<file path="src/rtl/mem_stage.sv">
// Memory-access stage: issues word/byte loads and stores over a req/ack data port,
// stalls upstream while an access is outstanding, and registers results into MEM/WB.
module mem_stage #(
    parameter int AW = 32
) (
    input  logic          clock,
    input  logic          rst_n,
    input  logic          memRead,
    input  logic          memWrite,
    input  logic          word,
    input  logic          memToReg,
    input  logic          regWrite,
    input  logic [31:0]   result,
    input  logic [31:0]   readData2,
    input  logic [4:0]    rd,
    input  logic          exception,
    input  logic [31:0]   faulty_address,
    input  logic [31:0]   pc,
    input  logic          flush,
    output logic          stall_mem,
    output logic          mem_req,
    output logic          mem_we,
    output logic [AW-1:0] mem_addr,
    output logic [3:0]    mem_be,
    output logic [31:0]   mem_wdata,
    input  logic [31:0]   mem_rdata,
    input  logic          mem_ack,
    output logic          wb_regWrite,
    output logic          wb_memToReg,
    output logic [4:0]    wb_rd,
    output logic [31:0]   wb_result,
    output logic [31:0]   wb_loadData,
    output logic [31:0]   wb_pc,
    output logic [31:0]   wb_faulty_address,
    output logic          wb_exception
);

    localparam logic [0:0] IDLE   = 1'b0;
    localparam logic [0:0] ACCESS = 1'b1;

    logic [0:0]  state;
    logic        flush_pending;
    logic        acc_word;
    logic [1:0]  acc_lane;
    logic        misaligned;
    logic        is_access;
    logic [3:0]  be_next;
    logic [31:0] wdata_next;
    logic [31:0] load_fmt;

    logic        n_regWrite;
    logic        n_memToReg;
    logic [4:0]  n_rd;
    logic [31:0] n_result;
    logic [31:0] n_loadData;
    logic [31:0] n_pc;
    logic [31:0] n_faulty_address;
    logic        n_exception;

    // An upstream exception outranks alignment, so misalignment is only reported for clean accesses
    assign misaligned = (memRead | memWrite) & word & (result[1:0] != 2'b00) & ~exception;
    assign is_access  = (memRead | memWrite) & ~exception & ~misaligned;
    assign be_next    = word ? 4'hF : (4'b0001 << result[1:0]);
    assign wdata_next = word ? readData2 : {4{readData2[7:0]}};

    always_comb begin
        if (state == IDLE)
            stall_mem = is_access & ~flush;
        else
            stall_mem = ~mem_ack;
    end

    always_comb begin
        load_fmt = mem_rdata;
        if (!acc_word) begin
            case (acc_lane)
                2'd0:    load_fmt = {24'h0, mem_rdata[7:0]};
                2'd1:    load_fmt = {24'h0, mem_rdata[15:8]};
                2'd2:    load_fmt = {24'h0, mem_rdata[23:16]};
                default: load_fmt = {24'h0, mem_rdata[31:24]};
            endcase
        end
    end

    // Request is held stable until ack; reset abandons it outright
    always_ff @(posedge clock) begin
        if (!rst_n) begin
            state         <= IDLE;
            mem_req       <= 1'b0;
            mem_we        <= 1'b0;
            mem_addr      <= '0;
            mem_be        <= 4'h0;
            mem_wdata     <= 32'h0;
            flush_pending <= 1'b0;
            acc_word      <= 1'b0;
            acc_lane      <= 2'b00;
        end else if (state == IDLE) begin
            flush_pending <= 1'b0;
            if (is_access && !flush) begin
                state     <= ACCESS;
                mem_req   <= 1'b1;
                mem_we    <= memWrite;
                mem_addr  <= {result[AW-1:2], 2'b00};
                mem_be    <= be_next;
                mem_wdata <= wdata_next;
                acc_word  <= word;
                acc_lane  <= result[1:0];
            end
        end else if (mem_ack) begin
            state         <= IDLE;
            mem_req       <= 1'b0;
            flush_pending <= 1'b0;
        end else if (flush) begin
            flush_pending <= 1'b1;
        end
    end

    // Anything not explicitly captured below enters MEM/WB as an all-zero bubble
    always_comb begin
        n_regWrite       = 1'b0;
        n_memToReg       = 1'b0;
        n_rd             = 5'd0;
        n_result         = 32'h0;
        n_loadData       = 32'h0;
        n_pc             = 32'h0;
        n_faulty_address = 32'h0;
        n_exception      = 1'b0;
        if (!stall_mem) begin
            if (state == ACCESS) begin
                if (!(flush || flush_pending)) begin
                    n_regWrite = regWrite;
                    n_memToReg = memToReg;
                    n_rd       = rd;
                    n_result   = result;
                    n_loadData = load_fmt;
                    n_pc       = pc;
                end
            end else if (!flush) begin
                n_regWrite       = regWrite & ~exception & ~misaligned;
                n_memToReg       = memToReg & ~misaligned;
                n_rd             = rd;
                n_result         = result;
                n_pc             = pc;
                n_exception      = exception | misaligned;
                n_faulty_address = exception ? faulty_address :
                                   (misaligned ? result : 32'h0);
            end
        end
    end

    always_ff @(posedge clock) begin
        if (!rst_n) begin
            wb_regWrite       <= 1'b0;
            wb_memToReg       <= 1'b0;
            wb_rd             <= 5'd0;
            wb_result         <= 32'h0;
            wb_loadData       <= 32'h0;
            wb_pc             <= 32'h0;
            wb_faulty_address <= 32'h0;
            wb_exception      <= 1'b0;
        end else begin
            wb_regWrite       <= n_regWrite;
            wb_memToReg       <= n_memToReg;
            wb_rd             <= n_rd;
            wb_result         <= n_result;
            wb_loadData       <= n_loadData;
            wb_pc             <= n_pc;
            wb_faulty_address <= n_faulty_address;
            wb_exception      <= n_exception;
        end
    end

endmodule

</file>
<file path="config.mk">
export PLATFORM = sky130hd
export DESIGN_NAME = mem_stage
export DESIGN_NICKNAME = d
export VERILOG_FILES = /design/src/rtl/mem_stage.sv
export SDC_FILE = /design/constraint.sdc
export NUM_CORES = 1
export LEC_CHECK = 0
export BUFFER_PORTS_ARGS = -buffer_cell sky130_fd_sc_hd__buf_2
export CAP_MARGIN = 20
export CORE_AREA = 2 2 149 151
export DETAILED_ROUTE_END_ITERATION = 10
export DIE_AREA = 0 0 151 153
export GPL_TIMING_DRIVEN = 0
export PLACE_DENSITY = 0.65
export SYNTH_ARGS = -nofsm -noshare
export SYNTH_HDL_FRONTEND = slang
export SYNTH_SLANG_ARGS = --single-unit
</file>
<file path="constraint.sdc">
create_clock -name clock -period 4.8 [get_ports clock]
set_clock_uncertainty 0.2 [all_clocks]
set_input_delay 0 -clock clock [delete_from_list [all_inputs] [get_ports clock]]
set_output_delay 0 -clock clock [all_outputs]
set_load 0.1 [all_outputs]
</file>
==> metrics <==
most area-hungry cell type in the Yosys netlist sky130_fd_sc_hd__dfxtp_1; total number of nets in the final design 1577; placeable core region 21500 µm²; fraction of synthesis flops using an asynchronous set or reset pin 0; Routed Antenna Nets 0; number of antenna violations at the first check in global routing 1; Reg2Reg Setup Slack 2.26 ns; highest attainable clock frequency approximately 340 MHz; highest ir drop seen on vdd 0.280 mV; final setup TNS 0 ns; nature of the critical path endpoint flip-flop; DRT iter0 DRCs 282; number of optimization iterations in the first detailed-route pass 5; final routed wirelength across all metal layers 29.3 mm; mean cell area of the mapped netlist approximately 10 µm²; height of the chip 153 µm; clock slew at reported path FFs 0.06 ns; warnings from Yosys 0; crit path cell chain dlygate4sd3_1 -> buf_2 -> o221a_1 -> buf_2 -> o311ai_2 -> buf_2 -> a21oi_1 -> dlygate4sd3_1; depth of the worst register-to-register path 5; post-detailed-route via-to-cell ratio 4.74; largest cells by area after synthesis sky130_fd_sc_hd__dfxtp_1 54%, sky130_fd_sc_hd__mux2i_1 10%, sky130_fd_sc_hd__nand2_1 8.7%, sky130_fd_sc_hd__nor3b_1 6.7%, sky130_fd_sc_hd__mux2_2 3.5%; Critical-path top delay cell sky130_fd_sc_hd__o311ai_2; number of hold violations in the final report 0; Initial Utilization 0.358; count of buffers from port buffering 379; Placement Rows 54; worst slew margin relative to its limit 0.393; Critical Path Start result[0]; number of remaining DRC errors 0; GR peak layer met2; die footprint 23100 µm²; routability congestion estimate 0.822; total number of vias 8048; worst min-delay path class in -> reg; met1 Resource Use GR 0.274; synthesized instance count 774; GR Overflow Total 0; post-synthesis to final-layout area growth 67.8%; shortest clock period the worst path allows after layout 2.93 ns; number of logic stages on the critical path including buffering 8; clk_lat worst skew 0.50 ns; vias in the first global route between 8000 and 9000; status finished, final reports clean; setup repair after global routing missed its margin false; arrival time of data at the critical path endpoint 3.11 ns; CTS tree built; Mapped Area 7680 µm²; sequential element share of the synthesized area 0.545; count of filler cells inserted in the layout 1783; final worst hold slack roughly 0.062 ns; Critical Path RT 4.98 ns; clock buffer count from CTS 23; die width 151 µm; number of buffers and inverters on the critical path 5; final clock period utilization by the worst path 0.610; setup repair bufs after CTS 0; Power Dens Cells 349 nW/µm²; count of flip-flops with a built-in enable after synthesis 0; Max FO, Critical Path 10; global-route track usage on met2 0.432; mean routed wirelength per cell 17.2 µm; CTS H-tree depth 1; Reg-to-Reg Start state; Ports 382; pin count of the biggest net entering global routing 13; category of cells accounting for the largest share of critical-path delay buffers and inverters; total global-route track usage 0.245; most frequent cells after synthesis 209 x sky130_fd_sc_hd__dfxtp_1, 178 x sky130_fd_sc_hd__nand2_1, 77 x sky130_fd_sc_hd__mux2i_1, 69 x sky130_fd_sc_hd__nor3b_1, 47 x sky130_fd_sc_hd__a21oi_1; number of distinct standard cells referenced by the synthesized netlist 33; final number of max-transition violations 0; transition time of the tightest slew-check pin 0.909 ns; most frequently used cell type in the post-synthesis netlist sky130_fd_sc_hd__dfxtp_1; total of flip-flops plus latches after synthesis 209; endpoint of the worst register-to-register path wb_regWrite; Resized Gates After CTS 0; GR Util met3 0.0504; clock sink count 209; type of element launching the critical path input pin; capture point of the worst path wb_faulty_address[18]; Root Driver sky130_fd_sc_hd__clkbuf_16; global-route wire length before repair 44.7 mm; largest buffer count on any clock path 3; ratio of cells with drive above 1 in the final layout 0.324; cell mode on critical path sky130_fd_sc_hd__buf_2; Detail Placement HPWL between 15 and 20 mm; kind of critical path in -> reg; Synth top area share 0.545; biggest cell delay along the critical path 0.77 ns; Leakage 6.17 nW; predominant post-synthesis flop cell sky130_fd_sc_hd__dfxtp_1; count of max-cap constraint violations 0; setup violation total in the final timing report 0
worst min-delay path, stage by stage:
cell,delay [ns]
sky130_fd_sc_hd__dlygate4sd3_1,0.51
sky130_fd_sc_hd__buf_2,0.11
sky130_fd_sc_hd__and2_1,0.10
layer usage:
layer | up-vias | part of all wire | routed length, µm
met4 | 0 | 0.050 | 1470
met5 | - | 0 | 0
met1 | 3719 | 0.39 | 11400
met2 | 376 | 0.49 | 14200
met3 | 103 | 0.073 | 2150
li1 | 3850 | - | -
power by group:
group | switching, W | total (W) | internal, W
Sequential | 0.0000226 | 0.00182 | 0.00180
Combinational | 0.000680 | 0.000973 | 0.000292
Clock | 0.000684 | 0.00171 | 0.00102
Total | 0.00139 | 0.00450 | 0.00311
logic make-up after synthesis:
kind of cell,after synthesis,synth area share
buffers and inverters,71,0.0443
and+or+nand+nor,321,0.218
other,1,0.000488
AOI/OAI and AO/OA,71,0.0568
muxes,101,0.136
DFF,209,0.545
how the worst min path moves through the flow:
stage	from	endpoint	slack, ns	cells after the start
after floorplan	mem_ack	flush_pending	-0.12	1
after global placement	mem_rdata[28]	wb_loadData[28]	0.01	2
after detailed placement	mem_rdata[27]	wb_loadData[27]	0.02	2
after CTS	mem_rdata[15]	wb_loadData[15]	0.05	3
after global routing	mem_rdata[28]	wb_loadData[28]	0.08	3
final	mem_rdata[11]	wb_loadData[11]	0.06	3
final cells by class:
cell class | count | area, µm² | area share
antenna | 1 | 2.50 | 0.000194
inverter | 6 | 22.5 | 0.00175
tap | 280 | 350 | 0.0272
buffer | 65 | 318 | 0.0247
clock inverter | 3 | 42.5 | 0.00330
timing repair buffer | 602 | 4130 | 0.320
clock buffer | 36 | 684 | 0.0531
sequential | 209 | 4180 | 0.325
multi-input combinational | 495 | 3160 | 0.245
through the flow:
step                std cells  instance area (µm²)   util  setup WS (ns)  total power (W)
global route             1697                12900  0.600           1.79          0.00466
detailed placement       1436                 9960  0.463           2.51          0.00269
floorplan                 775                 7690      -           2.01          0.00248
finish                   1697                12900  0.600           1.87          0.00450
global placement         1434                 9930  0.462           2.24          0.00269
CTS                      1695                12900  0.600           1.92          0.00453
state kept, by name, summed over array words and instances (netlist names), 2 cells and up:
signal and count:
mem_wdata 32, wb_faulty_address 32, wb_loadData 32, wb_pc 32, wb_result 32, mem_addr 30
wb_rd 5, mem_be 4, acc_lane 2
timing repair:
item / CTS / global route
hold buffers: 220 / 0
endpoints found under the setup margin: 0 / 0
hold endpoints to repair: 208 / 0
cells in the final DEF, fill, tap and decap left out, types with 2 or more instances in the layout:
| master | netlist | final |
|---|---|---|
| sky130_fd_sc_hd__a211o_1 | 7 | 7 |
| sky130_fd_sc_hd__dfxtp_1 | 209 | 209 |
| sky130_fd_sc_hd__nor4_1 | 2 | 2 |
| sky130_fd_sc_hd__inv_1 | 6 | 6 |
| sky130_fd_sc_hd__o311ai_2 | 2 | 2 |
| sky130_fd_sc_hd__conb_1 | 1 | 2 |
| sky130_fd_sc_hd__o21ai_0 | 6 | 6 |
| sky130_fd_sc_hd__mux2_2 | 24 | 24 |
| sky130_fd_sc_hd__buf_2 | 8 | 388 |
| sky130_fd_sc_hd__buf_6 | 7 | 9 |
| sky130_fd_sc_hd__nor3b_1 | 69 | 69 |
| sky130_fd_sc_hd__and2_1 | 24 | 24 |
| sky130_fd_sc_hd__nor2b_1 | 3 | 3 |
| sky130_fd_sc_hd__nand2_1 | 178 | 178 |
| sky130_fd_sc_hd__nor2_1 | 8 | 8 |
| sky130_fd_sc_hd__dlygate4sd3_1 | 0 | 220 |
| sky130_fd_sc_hd__clkbuf_1 | 46 | 53 |
| sky130_fd_sc_hd__a21oi_1 | 47 | 47 |
| sky130_fd_sc_hd__a2111oi_0 | 3 | 3 |
| sky130_fd_sc_hd__clkbuf_16 | 0 | 23 |
| sky130_fd_sc_hd__mux2i_1 | 77 | 77 |
| sky130_fd_sc_hd__clkbuf_8 | 0 | 6 |
| sky130_fd_sc_hd__nand3b_1 | 32 | 32 |
| sky130_fd_sc_hd__buf_4 | 3 | 3 |
No activity file was read; power rests on OpenSTA's default activity.
